$ cat config.mk
export PLATFORM = sky130hd
export DESIGN_NAME = seven_seg_scan_counter
export DESIGN_NICKNAME = d
export VERILOG_FILES = /design/src/rtl/seven_seg_scan_counter.sv
export SDC_FILE = /design/constraint.sdc
export NUM_CORES = 1
export LEC_CHECK = 0
export ABC_AREA = 1
export CAP_MARGIN = 20
export CELL_PAD_IN_SITES_DETAIL_PLACEMENT = 0
export CELL_PAD_IN_SITES_GLOBAL_PLACEMENT = 2
export CORE_UTILIZATION = 33
export CTS_CLUSTER_DIAMETER = 200
export CTS_CLUSTER_SIZE = 16
export DETAILED_ROUTE_END_ITERATION = 10
export DONT_BUFFER_PORTS = 1
export HOLD_SLACK_MARGIN = 0.06
export PLACE_DENSITY_LB_ADDON = 0.1
export SYNTH_ARGS = -nofsm -noshare
export SYNTH_HDL_FRONTEND = slang
export SYNTH_SLANG_ARGS = --single-unit
$ cat constraint.sdc
create_clock -name clk -period 2.2 [get_ports clk]
set_clock_uncertainty 0.2 [all_clocks]
set_input_delay 0.22 -clock clk [delete_from_list [all_inputs] [get_ports clk]]
set_output_delay 0.22 -clock clk [all_outputs]
set_load 0.1 [all_outputs]
$ cat src/rtl/seven_seg_scan_counter.sv
`default_nettype none
// ============================================================================
// Module      : seven_seg_scan_counter
// Description : Parametrised multi-digit BCD up/down counter driving a
//               time-multiplexed common 7-segment display. Supports load,
//               pause, leading-zero blanking and selectable pin polarity.
// Ports       :
//   clk        in   system clock
//   rst_n      in   asynchronous reset, active-low
//   en         in   1: count steps advance; 0: paused (scan keeps running)
//   up_dn      in   1: count up, 0: count down
//   load       in   1-cycle strobe, count <= load_val (nibbles >9 stored as 9)
//   load_val   in   BCD preset, digit 0 in [3:0]
//   seg        out  segments {a,b,c,d,e,f,g}, seg[6]=a
//   dp         out  decimal point (pause indicator on digit 0)
//   dig_en     out  one-hot digit select, bit i = digit i
//   count_bcd  out  current count in BCD
//   wrap       out  1-cycle pulse when the count wraps
// Revision    : 1.0 - initial release
// ============================================================================
module seven_seg_scan_counter #(
  parameter int NUM_DIGITS     = 4,
  parameter int STEP_CYCLES    = 36000000,
  parameter int SCAN_CYCLES    = 12000,
  parameter int SEG_ACTIVE_LOW = 0,
  parameter int DIG_ACTIVE_LOW = 1,
  parameter int BLANK_LZ       = 1
) (
  input  logic                    clk,
  input  logic                    rst_n,
  input  logic                    en,
  input  logic                    up_dn,
  input  logic                    load,
  input  logic [4*NUM_DIGITS-1:0] load_val,
  output logic [6:0]              seg,
  output logic                    dp,
  output logic [NUM_DIGITS-1:0]   dig_en,
  output logic [4*NUM_DIGITS-1:0] count_bcd,
  output logic                    wrap
);

  localparam int C_CW     = 4 * NUM_DIGITS;
  localparam int C_STEP_W = $clog2(STEP_CYCLES);
  localparam int C_SCAN_W = $clog2(SCAN_CYCLES);
  localparam int C_IDX_W  = (NUM_DIGITS > 1) ? $clog2(NUM_DIGITS) : 1;

  localparam logic [C_STEP_W-1:0]   C_STEP_LAST = C_STEP_W'(STEP_CYCLES - 1);
  localparam logic [C_SCAN_W-1:0]   C_SCAN_LAST = C_SCAN_W'(SCAN_CYCLES - 1);
  localparam logic [C_IDX_W-1:0]    C_IDX_LAST  = C_IDX_W'(NUM_DIGITS - 1);
  localparam logic [6:0]            C_SEG_OFF   = (SEG_ACTIVE_LOW != 0) ? 7'h7F : 7'h00;
  localparam logic                  C_DP_OFF    = (SEG_ACTIVE_LOW != 0);
  localparam logic [NUM_DIGITS-1:0] C_DIG_OFF   = (DIG_ACTIVE_LOW != 0) ? {NUM_DIGITS{1'b1}}
                                                                        : {NUM_DIGITS{1'b0}};

  // State registers and next-state values
  logic [C_STEP_W-1:0]   step_cnt_q, step_cnt_d;
  logic [C_SCAN_W-1:0]   scan_cnt_q, scan_cnt_d;
  logic [C_IDX_W-1:0]    idx_q,      idx_d;
  logic [C_CW-1:0]       count_q,    count_d;
  logic                  wrap_q,     wrap_d;
  logic [6:0]            seg_q,      seg_d;
  logic                  dp_q,       dp_d;
  logic [NUM_DIGITS-1:0] dig_q,      dig_d;

  // Combinational helpers
  logic                  w_step;
  logic                  w_scan_tc;
  logic [C_CW-1:0]       w_load_sat;
  logic [C_CW-1:0]       w_inc;
  logic [C_CW-1:0]       w_dec;
  logic                  w_carry;
  logic                  w_borrow;
  logic [NUM_DIGITS-1:0] w_hi_zero;
  logic [3:0]            w_cur_digit;
  logic                  w_cur_blank;
  logic [6:0]            w_seg_raw;
  logic [NUM_DIGITS-1:0] w_dig_raw;

  function automatic logic [6:0] f_decode(input logic [3:0] d);
    case (d)
      4'd0:    f_decode = 7'b1111110;
      4'd1:    f_decode = 7'b0110000;
      4'd2:    f_decode = 7'b1101101;
      4'd3:    f_decode = 7'b1111001;
      4'd4:    f_decode = 7'b0110011;
      4'd5:    f_decode = 7'b1011011;
      4'd6:    f_decode = 7'b1011111;
      4'd7:    f_decode = 7'b1110000;
      4'd8:    f_decode = 7'b1111111;
      4'd9:    f_decode = 7'b1111011;
      default: f_decode = 7'b0000000;
    endcase
  endfunction

  // --------------------------------------------------------------------------
  // Step timer: advances only while enabled; a load restarts the step period.
  // --------------------------------------------------------------------------
  assign w_step = en && (step_cnt_q == C_STEP_LAST);

  always_comb begin
    step_cnt_d = step_cnt_q;
    if (load) begin
      step_cnt_d = '0;
    end else if (en) begin
      step_cnt_d = w_step ? '0 : step_cnt_q + C_STEP_W'(1);
    end
  end

  // --------------------------------------------------------------------------
  // BCD arithmetic. The carry/borrow left over after the last digit is set
  // only when every digit was 9 (up) or 0 (down), i.e. exactly a wrap.
  // --------------------------------------------------------------------------
  always_comb begin
    w_load_sat = '0;
    w_inc      = count_q;
    w_dec      = count_q;
    w_carry    = 1'b1;
    w_borrow   = 1'b1;
    for (int i = 0; i < NUM_DIGITS; i++) begin
      w_load_sat[4*i +: 4] = (load_val[4*i +: 4] > 4'd9) ? 4'd9 : load_val[4*i +: 4];
      if (w_carry) begin
        if (count_q[4*i +: 4] >= 4'd9) begin
          w_inc[4*i +: 4] = 4'd0;
        end else begin
          w_inc[4*i +: 4] = count_q[4*i +: 4] + 4'd1;
          w_carry         = 1'b0;
        end
      end
      if (w_borrow) begin
        if (count_q[4*i +: 4] == 4'd0) begin
          w_dec[4*i +: 4] = 4'd9;
        end else begin
          w_dec[4*i +: 4] = count_q[4*i +: 4] - 4'd1;
          w_borrow        = 1'b0;
        end
      end
    end
  end

  always_comb begin
    count_d = count_q;
    wrap_d  = 1'b0;
    if (load) begin
      count_d = w_load_sat;
    end else if (w_step) begin
      if (up_dn) begin
        count_d = w_inc;
        wrap_d  = w_carry;
      end else begin
        count_d = w_dec;
        wrap_d  = w_borrow;
      end
    end
  end

  // --------------------------------------------------------------------------
  // Scan timer and digit index, free-running independent of en.
  // --------------------------------------------------------------------------
  assign w_scan_tc = (scan_cnt_q == C_SCAN_LAST);

  always_comb begin
    scan_cnt_d = w_scan_tc ? '0 : scan_cnt_q + C_SCAN_W'(1);
    idx_d      = idx_q;
    if (w_scan_tc) begin
      idx_d = (idx_q == C_IDX_LAST) ? '0 : idx_q + C_IDX_W'(1);
    end
  end

  // --------------------------------------------------------------------------
  // Output stage. w_hi_zero[i] is set when digit i and all higher digits are
  // zero; digit 0 is never blanked so a zero count still shows "0".
  // --------------------------------------------------------------------------
  always_comb begin
    logic zero_acc;
    zero_acc = 1'b1;
    for (int i = NUM_DIGITS - 1; i >= 0; i--) begin
      zero_acc     = zero_acc && (count_q[4*i +: 4] == 4'd0);
      w_hi_zero[i] = zero_acc;
    end
  end

  always_comb begin
    w_cur_digit = 4'd0;
    w_cur_blank = 1'b0;
    w_dig_raw   = '0;
    for (int i = 0; i < NUM_DIGITS; i++) begin
      if (idx_q == C_IDX_W'(i)) begin
        w_cur_digit  = count_q[4*i +: 4];
        w_cur_blank  = (BLANK_LZ != 0) && (i > 0) && w_hi_zero[i];
        w_dig_raw[i] = 1'b1;
      end
    end
    w_seg_raw = w_cur_blank ? 7'b0000000 : f_decode(w_cur_digit);
    seg_d     = (SEG_ACTIVE_LOW != 0) ? ~w_seg_raw : w_seg_raw;
    dp_d      = ((idx_q == '0) && !en) ^ (SEG_ACTIVE_LOW != 0);
    dig_d     = (DIG_ACTIVE_LOW != 0) ? ~w_dig_raw : w_dig_raw;
  end

  // --------------------------------------------------------------------------
  // Registers
  // --------------------------------------------------------------------------
  always_ff @(posedge clk or negedge rst_n) begin
    if (!rst_n) begin
      step_cnt_q <= '0;
      scan_cnt_q <= '0;
      idx_q      <= '0;
      count_q    <= '0;
      wrap_q     <= 1'b0;
      seg_q      <= C_SEG_OFF;
      dp_q       <= C_DP_OFF;
      dig_q      <= C_DIG_OFF;
    end else begin
      step_cnt_q <= step_cnt_d;
      scan_cnt_q <= scan_cnt_d;
      idx_q      <= idx_d;
      count_q    <= count_d;
      wrap_q     <= wrap_d;
      seg_q      <= seg_d;
      dp_q       <= dp_d;
      dig_q      <= dig_d;
    end
  end

  assign seg       = seg_q;
  assign dp        = dp_q;
  assign dig_en    = dig_q;
  assign count_bcd = count_q;
  assign wrap      = wrap_q;

endmodule
`default_nettype wire

=== Yosys cells after proc, flatten, opt, wreduce, memory -nomap -nowiden ===
Memories as Yosys holds them, arrays and structs flattened.
Index checks and enable logic that the tools add are counted.
W data, S select, Z words.

* Bits in registers: 71
* Latch bits: 0
* RAM bits: 0
* ROM bits: 112
* Input port bits: 21
* Output and inout bits: 29
* Word-level logic and storage cells: 113
* Memories: 1

* $add $sub $neg: 11
* Multipliers: 0
* Div/mod/pow operators: 0
* Magnitude comparators: 8
* Eq/ne operators: 8
* Shifts and indexed selects: 0
* Muxes and demuxes: 55
* Bitwise gates (word level): 1
* Reduce and logical (&&, ||, !) cells: 18

{| class="wikitable"
|+ Memory list
! name !! words !! width !! read ports !! clocked after Yosys merged registers in !! wr ports !! RTL line !! source
|-
| (no name shown) || 16 || 7 || 1 || 0 || 0 || 80 || <nowiki>case (d)</nowiki>
|}

{| class="wikitable"
|+ Operator list
! kind !! count
|-
| $mux W4 || 22
|-
| $mux W26 || 3
|-
| $mux W16 || 3
|-
| $add A26 B1 Y26 const B || 1
|-
| $eq A26 B26 Y1 const B || 1
|-
| $mux W1 || 24
|-
| $add A4 B1 Y4 const B || 4
|-
| $ge A4 B4 Y1 const B || 4
|-
| $gt A4 B4 Y1 const B || 4
|-
| $logic_not A4 Y1 || 4
|-
| $sub A4 B1 Y4 const B || 4
|-
| $add A14 B1 Y14 const B || 1
|-
| $eq A14 B14 Y1 const B || 1
|-
| $mux W14 || 1
|-
| $ne A3 B1 Y1 const B || 3
|-
| $reduce_and A3 Y1 || 3
|-
| $reduce_bool A3 Y1 || 3
|-
| $mux W7 || 1
|-
| $eq A2 B2 Y1 const B || 2
|-
| $logic_and A1 B1 Y1 || 4
|-
| $not A4 Y4 || 1
|-
| $reduce_bool A2 Y1 || 2
|-
| $add A2 B1 Y2 const B || 1
|-
| $eq A2 B1 Y1 const B || 1
|-
| 3 further kinds || 3
|}

=== Depth between registers and ports, before layout ===
Gate-level depths: netlist of the first run.

* Depth in word-level cells: 8
* Gate-level depth with buffers: 13
* Depth with buffers taken out: 13

=== Worst setup path after synthesis of the first run ===
Ideal clock, no wire load.

* Path kind: register to register
* Start point: reg count_q[4] (netlist: count_bcd[4])
* End point: reg count_q[9] (netlist: count_bcd[9])
* Setup time: 0.120 ns
* Arrival time: 2.352 ns
* Required time: 1.880 ns
* Slack: -0.472 ns
* Cell stages (with the launch flop): 13
* Buffers on the path: 0
* Clock period less this slack: 2.672 ns
* Cells stage by stage: dfrtp_1 -> inv_1 -> ha_1 -> inv_1 -> nor2_1 -> nand2_1 -> nand2_1 -> nand2_1 -> nand2_1 -> nor2_1 -> nand2_1 -> nand2_1 -> nand2_1

* Cells in the longest elaborated chain, start to end: 5
* Elaborated cells on any way between the ends: 9
* Classes of those cells: order compare (1); eq/ne (1); mux (4); reduce/logical (3)

{| class="wikitable"
|+ Ends and longest elaborated chain
! what !! RTL line !! source
|-
| start, declared || 59 || <nowiki>logic [C_CW-1:0] count_q, count_d;</nowiki>
|-
| start signal, assigned || 216 || <nowiki>count_q <= count_d;</nowiki>
|-
| $ge A4 B4 Y1 or $logic_not A4 Y1 (tied branches) || 122, 130 ||
|-
| $mux W1 (on tied branches) || 122, 130 ||
|-
| $mux W1 (on tied branches) || 121, 129 ||
|-
| $ne A3 B1 Y1 (no source line) or $reduce_bool A3 Y1 (tied branches) || n/a ||
|-
| $reduce_and A3 Y1 (no source line) (*) || n/a ||
|}

Every way passes the cells marked *; elsewhere a longest branch is shown, timed or not.
A chain may end at the register's enable or synchronous reset.

=== Worst setup path in the final report of the first run ===
* Start point: reg idx_q[0]
* End point: reg seg_q[2] (netlist: seg[2])

* Cells in the longest elaborated chain, start to end: 7
* Elaborated cells on any way between the ends: 13
* Classes of those cells: eq/ne (3); mux (8); reduce/logical (1); memory (1)

{| class="wikitable"
|+ Ends and longest elaborated chain
! what !! RTL line !! source
|-
| start, declared || 58 || <nowiki>logic [C_IDX_W-1:0] idx_q, idx_d;</nowiki>
|-
| start signal, assigned || 215 || <nowiki>idx_q <= idx_d;</nowiki>
|-
| $logic_not A2 Y1 || 187 || <nowiki>if (idx_q == C_IDX_W'(i)) begin</nowiki>
|-
| $mux W4 (4 in a row) || 187 ||
|-
| $mem_v2 Z16 W7 || n/a ||
|-
| $mux W7 (*) || 193 || <nowiki>w_seg_raw = w_cur_blank ? 7'b0000000 : f_decode(w_cur_digit);</nowiki>
|-
| named net seg_d[2] || 61 || <nowiki>logic [6:0] seg_q, seg_d;</nowiki>
|-
| end signal, assigned || 218 || <nowiki>seg_q <= seg_d;</nowiki>
|-
| end, declared || 61 ||
|}

Mark *: on every way through the listed nets, which the timed path passes. The rest lies on a longest branch.

==> results of run 1 <==
through the flow:
stage / TNS (ns) / hold slack, ns / std cells / setup slack [ns] / util
floorplan: 0 / -0.276 / 704 / 0.0156 / -
global placement: 0 / -0.274 / 931 / 0.0855 / 0.378
detailed placement: 0 / -0.272 / 931 / 0.0702 / 0.378
CTS: 0 / 0.0715 / 970 / 0.0420 / 0.416
global route: -0.0364 / 0.106 / 971 / -0.0224 / 0.419
finish: 0 / 0.0752 / 971 / 0.115 / 0.419
per-layer routing:
| layer | vias to the layer above | wire length [um] | global-route usage |
|---|---|---|---|
| li1 | 2400 | - | - |
| met1 | 2155 | 6190 | 0.238 |
| met2 | 94 | 7160 | 0.356 |
| met3 | 9 | 574 | 0.0378 |
| met4 | 0 | 135 | 0.0640 |
| met5 | - | 0 | 0 |
power groups by stage:
stage               clock network [W]  logic [W]  registers, W
finish                        0.00149    0.00278       0.00165
global route                  0.00158    0.00300       0.00167
CTS                           0.00153    0.00277       0.00165
detailed placement                  0    0.00269       0.00167
global placement                    0    0.00270       0.00166
floorplan                           0   0.000927       0.00272
sequential cells by signal, summed over array words and instances, names as in the netlist:
name / count
step_cnt_q: 26
count_bcd: 16
scan_cnt_q: 14
seg: 7
dig_en: 4
idx_q: 2
dp: 1
wrap: 1
final cells by class:
| class | instances | area (sq um) |
|---|---|---|
| clock buffers | 12 | 246 |
| clock inverters | 4 | 45.0 |
| fillers | 1542 | 8410 |
| inverters | 89 | 334 |
| multi-input cells | 529 | 2710 |
| flip-flops and latches | 71 | 1810 |
| well taps | 184 | 230 |
| repair buffers | 82 | 693 |
Yosys cell counts (all sizes together):
master / count / area (sq um)
xor2: 21 / 184
o21bai: 1 / 7.51
and2: 2 / 12.5
nand3b: 4 / 30.0
clkbuf: 6 / 22.5
xnor2: 4 / 35.0
inv: 89 / 334
ha: 24 / 300
dfrtp: 67 / 1680
nor3: 11 / 71.3
nand4: 20 / 125
nand3: 89 / 450
nor4: 2 / 12.5
nor3b: 1 / 7.51
dfstp: 4 / 105
or2: 3 / 18.8
nor2: 115 / 447
o211ai: 4 / 30.0
o21ai: 16 / 91.3
and3: 1 / 6.26
a21boi: 1 / 7.51
nand2: 186 / 706
a21oi: 24 / 120
buf: 9 / 63.8
worst max path at each step:
stage,start,end
CTS,load,count_bcd[13]$_DFFE_PN0P_
finish,idx_q[0]$_DFFE_PN0N_,seg[2]$_DFF_PN0_
global route,idx_q[0]$_DFFE_PN0N_,seg[3]$_DFF_PN0_
detailed placement,idx_q[1]$_DFFE_PN0N_,seg[3]$_DFF_PN0_
global placement,idx_q[1]$_DFFE_PN0N_,seg[3]$_DFF_PN0_
floorplan,count_bcd[11]$_DFFE_PN0P_,count_bcd[12]$_DFFE_PN0P_
worst register-to-register path, cell delays in order, from the launching register on:
cell	delay [ns]
dfrtp_1	0.43
inv_2	0.11
ha_2	0.18
nand2_1	0.07
nand2_1	0.06
o211ai_1	0.09
a21oi_1	0.21
inv_1	0.11
ha_1	0.21
inv_1	0.07
nor2_2	0.05
o21ai_0	0.15
nor2_1	0.06
cells by family (layout without fill, tap and decap cells):
| logic type | count (synthesis) | in the layout | share of synthesized area |
|---|---|---|---|
| simple gates | 434 | 434 | 0.388 |
| buf+inv | 104 | 187 | 0.0864 |
| flops | 71 | 71 | 0.366 |
| compound gates | 46 | 46 | 0.0527 |
| xor+xnor | 25 | 25 | 0.0450 |
| fa+ha+maj | 24 | 24 | 0.0617 |
timing repair:
action | 4_1_cts | 5_1_grt
endpoints found under the setup margin | 0 | 21
endpoints found under the hold margin | 102 | 0
gates resized for setup | 0 | 18
buffers inserted | 0 | 1
hold buffers | 23 | 0
==> flow_summary.json, run 1 <==
{
  "outcome": "finished, final reports clean",
  "place_congestion": 0.847,
  "power_frac_clock": 0.251,
  "cts_tree": "yes",
  "min_delay_path_depth": 5,
  "final_cell_mix": "nand2_1 (181), nor2_1 (106), nand3_1 (88), inv_1 (85), buf_4 (59)",
  "maxCapViolCount": 0,
  "cpLargestDelayFamily": "compound AO/OA/AOI/OAI gates",
  "design_area_sq_um": 6070,
  "io_buffers": 0,
  "hp-start": "load",
  "cp-start-kind": "flip-flop",
  "swShare": 0.471,
  "die_w_um": 123,
  "ys_seq_elements": 71,
  "drc": 0,
  "fin_crit_sh": 0.948,
  "r2r_slack_ns": 0.11,
  "leakagePower_nw": 3.01,
  "pwr_density_cell_nw_per_um2": 974,
  "synth.distinct_cells": 36,
  "ys_warn_count": 0,
  "vdd_ir_drop_max_uv": 806,
  "via_per_inst": 4.80,
  "worst-path-stages": 12,
  "intPower_w": 0.00313,
  "vias": 4658,
  "grt_antenna_before_repair": 0,
  "wl_per_cell_um": 14.5,
  "seq_area_frac_synth": 0.366,
  "max_freq_mhz": 480,
  "clock-sinks": 71,
  "cp.required_ns": 2.22,
  "avgSynthCellArea_sq_um": 6.91,
  "relSlewSlack": 0.474,
  "fin_crit_ns": 2.09,
  "critPathArrivalTime_ns": 2.11,
  "end_kind": "flip-flop",
  "crit_buf_inv": 3,
  "ff2ff_path_depth": 12,
  "synthCells": 704,
  "min_path_type": "in2reg",
  "drive_gt1_frac": 0.151,
  "seq_power_share": 0.279,
  "initialDrtViolationCount": 228,
  "final_common_cell": "nand2_1",
  "rsz0062_at_grt": "true",
  "drv_slew": 0,
  "final-setup-viol-count": 0,
  "grt_max_degree": 72,
  "grt_util_all_layers": 0.199,
  "r2r_end": "seg[2]$_DFF_PN0_",
  "grt_pass1_wl_mm": 23.0,
  "synth_area_sq_um": 4860,
  "clockBufferDepth": 2,
  "crit_slowest_cell": "dfrtp_1",
  "gr-total-overflow": 0,
  "path_max_fanout": 4,
  "syn_to_final_growth_pct": 24.8,
  "critPathKind": "reg2reg",
  "clockRootBuffer": "clkbuf_16",
  "finalPower_w": 0.00591,
  "first_global_vias": 4554,
  "cp_slowest_stage_delay_ns": 0.43,
  "first_pass_iters": 4,
  "worstPathCellList": "inv_2, ha_2, nand2_1, nand2_1, o211ai_1, a21oi_1, inv_1, ha_1, inv_1, nor2_2, o21ai_0, nor2_1",
  "cts.clk_slew.worst_paths_ns": 0.06,
  "regToRegStartpoint": "idx_q[0]$_DFFE_PN0N_",
  "clk_latency_ns": 0.34,
  "h-tree-depth": 3,
  "combPwrFrac": 0.470,
  "num_io_pins": 50,
  "dieArea_sq_um": 15200,
  "p_sw_w": 0.00279,
  "post_dp_cell_area_sq_um": 5480,
  "core_sq_um": 14500,
  "nNetsFinal": 827,
  "initial_core_util": 0.336,
  "max_slew.worst_pin.slew_ns": 0.789,
  "ant_nets": 0,
  "rows": 44,
  "hold_violations": 0,
  "dpl.hpwl_mm": 10.4,
  "diodes": 0,
  "numCtsBuffers": 9,
  "synth_fp_nets": 749,
  "hold_path_end": "count_bcd[13]$_DFFE_PN0P_",
  "die_height_um": 123,
  "routed_wl_mm": 14.1
}
Power figures use the tool's default switching activity.
==> run 2, diff against run 1 <==
==> constraint.sdc (replaced) <==
create_clock -name clk -period 1.7 [get_ports clk]
set_clock_uncertainty 0.2 [all_clocks]
set_input_delay 0.17 -clock clk [delete_from_list [all_inputs] [get_ports clk]]
set_output_delay 0.17 -clock clk [all_outputs]
set_load 0.1 [all_outputs]
==> flow_summary.json, run 2 (same netlist as run 1, synthesis figures left out) <==
{
  "dieArea_sq_um": 15200,
  "io_buffers": 0,
  "critPathKind": "reg2reg",
  "grt_antenna_before_repair": 0,
  "pwr_density_cell_nw_per_um2": 1120,
  "rsz0062_at_grt": "true",
  "leakagePower_nw": 3.75,
  "grt_use_met1": 0.267,
  "max_freq_mhz": 504,
  "ant_nets": 0,
  "post_dp_cell_area_sq_um": 6200,
  "grt_pass1_wl_mm": 25.3,
  "die_w_um": 123,
  "place_congestion": 0.829,
  "h-tree-depth": 3,
  "crit_slowest_cell": "dfrtp_2",
  "gr-total-overflow": 0,
  "hold_violations": 71,
  "cts.clk_slew.worst_paths_ns": 0.06,
  "maxCapViolCount": 0,
  "violations": "hold timing, setup timing",
  "worstPathCellList": "inv_4, ha_4, nand2_2, nand2_1, o211ai_1, a21oi_2, buf_4, ha_4, inv_2, nand2_2, nand2_2, nor2_1, nor2_1",
  "via_per_inst": 4.78,
  "finalPower_w": 0.00895,
  "initial_core_util": 0.336,
  "fin_crit_sh": 1.17,
  "syn_to_final_growth_pct": 63.5,
  "nNetsFinal": 947,
  "first_global_vias": 5184,
  "dpl.hpwl_mm": 11.1,
  "drv_slew": 0,
  "final_common_cell": "buf_4",
  "max_slew.worst_pin.slew_ns": 0.507,
  "num_io_pins": 50,
  "path_max_fanout": 4,
  "fin_crit_ns": 1.98,
  "grt_max_degree": 72,
  "clock-sinks": 71,
  "final-setup-viol-count": 46,
  "first_pass_iters": 4,
  "grtUsageMet3": 0.0475,
  "min_path_type": "in2async",
  "relSlewSlack": 0.663,
  "max_flop_register": "step_cnt_q",
  "diodes": 0,
  "clk_latency_ns": 0.35,
  "wl_per_cell_um": 14.8,
  "regToRegStartpoint": "idx_q[0]$_DFFE_PN0N_",
  "final_cell_mix": "buf_4 (147), nand2_1 (139), nor2_1 (76), inv_1 (63), nand3_1 (60)",
  "grt_util_all_layers": 0.219,
  "numCtsBuffers": 9,
  "outcome": "finished, violations left",
  "cp_slowest_stage_delay_ns": 0.45,
  "design_area_sq_um": 7950,
  "r2r_end": "seg[0]$_DFF_PN0_",
  "end_kind": "flip-flop",
  "cp_common_cell": "nand2_2",
  "post-place-ws_ns": -0.324,
  "clockRootBuffer": "clkbuf_16",
  "cp.required_ns": 1.74,
  "core_sq_um": 14500,
  "drc": 0,
  "routed_wl_mm": 16.1,
  "drive_gt1_frac": 0.432,
  "busiest_layer": "met2",
  "initialDrtViolationCount": 190,
  "critPathArrivalTime_ns": 2.02,
  "hold_slack_ns": -0.685,
  "use_met2": 0.376,
  "cts_tree": "yes",
  "vdd_ir_drop_max_uv": 1290,
  "r2r_slack_ns": -0.28,
  "clockBufferDepth": 2,
  "die_height_um": 123,
  "setup_ws_ns": -0.284,
  "ff2ff_path_depth": 13,
  "largest_reg_flops": 26,
  "hold_buffers": 30,
  "rows": 44,
  "cp-start-kind": "flip-flop",
  "vias": 5215
}
-- run 2: per-layer routing --
layer,wire (um),share of wire
met5,0,0
met4,295,0.018
met3,466,0.029
met2,8270,0.51
met1,7100,0.44
-- run 2: cell type report --
cell class,count,area (sq um)
tap,184,230
timing repair buffer,202,1720
inverter,89,362
multi-input combinational,529,3500
clock buffer,10,239
sequential,71,1830
clock inverter,6,70.1
fill,1366,6530
-- run 2: how the worst max path moves through the flow --
stage / endpoint / start / cells past startpoint
floorplan: count_bcd[15]$_DFFE_PN0P_ / count_bcd[5]$_DFFE_PN0P_ / 12
global placement: seg[3]$_DFF_PN0_ / idx_q[0]$_DFFE_PN0N_ / 11
detailed placement: seg[3]$_DFF_PN0_ / idx_q[0]$_DFFE_PN0N_ / 11
CTS: seg[2]$_DFF_PN0_ / idx_q[0]$_DFFE_PN0N_ / 12
global route: seg[0]$_DFF_PN0_ / idx_q[0]$_DFFE_PN0N_ / 13
finish: seg[0]$_DFF_PN0_ / idx_q[0]$_DFFE_PN0N_ / 13
-- run 2: what timing repair did --
action,in CTS,in global routing
hold endpoints to repair,103,71
endpoints found under the setup margin,48,61
gates cloned,1,1
buffers inserted,15,20
resized for setup,106,119
pin swaps,49,65
-- run 2: worst max-delay path: cells and delay by family (launching register included) --
| kind | cells | cell delay [ns] |
|---|---|---|
| DFF | 1 | 0.45 |
| AOI/OAI and AO/OA | 2 | 0.28 |
| and+or+nand+nor | 6 | 0.38 |
| adders and majority gates | 2 | 0.27 |
| buffers and inverters | 3 | 0.28 |
-- run 2: metrics by stage --
stage          hold slack [ns]  std cells  setup TNS [ns]  utilization
3_3_place_gp            -0.323       1011           -7.15        0.428
3_5_place_dp            -0.322       1011           -7.97        0.428
5_1_grt                 -0.700       1091          -10.81        0.549
2_1_floorplan           -0.326        704           -4.97            -
6_report                -0.685       1091           -6.18        0.549
4_1_cts                 -0.699       1073           -5.76        0.507
-- run 2: where the power goes --
group,switching [W],internal (W),total [W]
clock network,0.000825,0.00118,0.00201
logic,0.00308,0.00168,0.00475
registers,0.000242,0.00195,0.00219
==> run 3, diff against run 2 <==
--- a/config.mk
+++ b/config.mk
@@ -9,13 +9,14 @@
 export CAP_MARGIN = 20
 export CELL_PAD_IN_SITES_DETAIL_PLACEMENT = 0
 export CELL_PAD_IN_SITES_GLOBAL_PLACEMENT = 2
-export CORE_UTILIZATION = 33
+export CORE_UTILIZATION = 34
+export CTS_BUF_LIST = sky130_fd_sc_hd__clkbuf_8
 export CTS_CLUSTER_DIAMETER = 200
 export CTS_CLUSTER_SIZE = 16
 export DETAILED_ROUTE_END_ITERATION = 10
 export DONT_BUFFER_PORTS = 1
-export HOLD_SLACK_MARGIN = 0.06
 export PLACE_DENSITY_LB_ADDON = 0.1
+export SLEW_MARGIN = 10
 export SYNTH_ARGS = -nofsm -noshare
 export SYNTH_HDL_FRONTEND = slang
 export SYNTH_SLANG_ARGS = --single-unit
==> flow_summary.json, run 3 (same netlist as run 1, synthesis figures left out) <==
{
  "outcome": "finished, violations left",
  "violations": "hold timing, setup timing",
  "design_area_sq_um": 8280,
  "fin_crit_sh": 1.19,
  "final-setup-viol-count": 44,
  "critPathArrivalTime_ns": 2.09,
  "first_pass_iters": 4,
  "num_io_pins": 50,
  "end_kind": "flip-flop",
  "seq_power_share": 0.235,
  "dieArea_sq_um": 14800,
  "vias": 5372,
  "diodes": 0,
  "cts.clk_slew.worst_paths_ns": 0.08,
  "final_common_cell": "buf_4",
  "io_buffers": 0,
  "dpl.hpwl_mm": 11.3,
  "hold_buffers": 28,
  "gr-total-overflow": 0,
  "setup_ws_ns": -0.321,
  "cp.required_ns": 1.77,
  "grt_pass1_wl_mm": 26.7,
  "max_freq_mhz": 495,
  "combPwrFrac": 0.596,
  "ant_nets": 0,
  "grt_max_degree": 72,
  "drive_gt1_frac": 0.488,
  "place_congestion": 0.847,
  "cts_tree": "yes",
  "path_max_fanout": 3,
  "initial_core_util": 0.349,
  "core_sq_um": 13900,
  "final_cell_mix": "buf_4 (168), nand2_1 (133), inv_1 (62), nor2_1 (61), nand3_1 (51)",
  "first_global_vias": 5467,
  "relSlewSlack": 0.644,
  "leakagePower_nw": 3.97,
  "maxCapViolCount": 0,
  "intPower_w": 0.00486,
  "syn_to_final_growth_pct": 70.1,
  "clockRootBuffer": "clkbuf_8",
  "min_path_type": "in2async",
  "via_per_inst": 4.81,
  "hold_slack_ns": -0.714,
  "pwr_density_cell_nw_per_um2": 1110,
  "nNetsFinal": 976,
  "post_dp_cell_area_sq_um": 6280,
  "stdcell_count": 1116,
  "max_flop_register": "step_cnt_q",
  "regToRegStartpoint": "idx_q[0]$_DFFE_PN0N_",
  "hold_violations": 71,
  "largest_reg_flops": 26,
  "p_sw_w": 0.00428,
  "swShare": 0.468,
  "vdd_ir_drop_max_uv": 1000,
  "rows": 43,
  "die_w_um": 122,
  "h-tree-depth": 3,
  "grt_antenna_before_repair": 0,
  "cp-start-kind": "flip-flop",
  "finalPower_w": 0.00915,
  "final.fill_count": 1286,
  "rsz0062_at_grt": "true",
  "critPathKind": "reg2reg",
  "fin_crit_ns": 2.02,
  "drc": 0,
  "clockBufferDepth": 2,
  "max_slew.worst_pin.slew_ns": 0.535,
  "r2r_slack_ns": -0.32,
  "wl_per_cell_um": 15.0,
  "place_inst": 1019,
  "ff2ff_path_depth": 11,
  "routed_wl_mm": 16.7,
  "initialDrtViolationCount": 184,
  "grt_util_all_layers": 0.235,
  "die_height_um": 122,
  "clk_latency_ns": 0.37,
  "numCtsBuffers": 9,
  "r2r_end": "seg[6]$_DFF_PN0_",
  "drv_slew": 0,
  "power_frac_clock": 0.169,
  "clock-sinks": 71
}
==> run 3: changes by cell type in the layout (fill, tap and decap cells not counted), moves of 9 or more <==
cell       delta
nand3_2       +9
nor2_1       -15
nor2_2       +19
clkbuf_16     -9
nand3_1       -9
buf_4        +21
==> run 3: worst max-delay path, stage by stage, from the launching register on <==
cell      delay (ns)
dfrtp_1         0.42
inv_2           0.14
ha_4            0.17
nand2_2         0.05
nand2_1         0.06
o211ai_1        0.11
a21oi_2         0.20
buf_4           0.16
ha_2            0.17
o21ai_2         0.06
nor2_1          0.13
nor2_2          0.04
==> run 3: layer usage <==
layer,global-route usage,vias to the layer above,wire (um)
li1,-,2693,-
met1,0.270,2535,6790
met2,0.424,107,8790
met3,0.0351,37,549
met4,0.117,0,603
met5,0,-,0
==> run 3: cell type report <==
type / count / area [sq um] / area share
clock buffer: 9 / 124 / 0.0150
multi-input combinational: 529 / 3640 / 0.439
inverter: 89 / 362 / 0.0437
clock inverter: 7 / 88.8 / 0.0107
tap: 180 / 225 / 0.0272
timing repair buffer: 231 / 2010 / 0.243
sequential: 71 / 1830 / 0.221
==> run 3: worst max path at each step <==
stage / startpoint / endpoint / slack (ns) / cells after the start
6_report: idx_q[0]$_DFFE_PN0N_ / seg[6]$_DFF_PN0_ / -0.32 / 11
5_1_grt: idx_q[0]$_DFFE_PN0N_ / seg[5]$_DFF_PN0_ / -0.44 / 13
4_1_cts: idx_q[0]$_DFFE_PN0N_ / seg[3]$_DFF_PN0_ / -0.29 / 10
3_5_place_dp: idx_q[0]$_DFFE_PN0N_ / seg[3]$_DFF_PN0_ / -0.38 / 11
3_3_place_gp: idx_q[0]$_DFFE_PN0N_ / seg[3]$_DFF_PN0_ / -0.28 / 11
2_1_floorplan: count_bcd[5]$_DFFE_PN0P_ / count_bcd[15]$_DFFE_PN0P_ / -0.33 / 12
==> run 3: per-stage QoR <==
| step | worst slack [ns] | setup TNS, ns | utilization | hold slack, ns |
|---|---|---|---|---|
| 2_1_floorplan | -0.331 | -4.97 | - | -0.326 |
| 3_3_place_gp | -0.284 | -7.46 | 0.450 | -0.323 |
| 3_5_place_dp | -0.383 | -8.23 | 0.450 | -0.323 |
| 4_1_cts | -0.285 | -6.86 | 0.548 | -0.737 |
| 5_1_grt | -0.444 | -11.03 | 0.594 | -0.738 |
| 6_report | -0.321 | -6.44 | 0.594 | -0.714 |
==> run 3: what timing repair did <==
action                                  CTS  global route
hold endpoints to repair                102            71
pin swaps                                78            73
gates resized for setup                 156           135
gates cloned                              1             1
buffers inserted                         36            22
endpoints found under the setup margin   51            61
==> run 3: power by group through the flow <==
stage / Sequential, W / Clock (W) / Combinational, W
after CTS: 0.00215 / 0.00159 / 0.00489
after global routing: 0.00218 / 0.00166 / 0.00579
after detailed placement: 0.00217 / 0 / 0.00412
after global placement: 0.00218 / 0 / 0.00409
final: 0.00215 / 0.00155 / 0.00545
after floorplan: 0.00358 / 0 / 0.00133
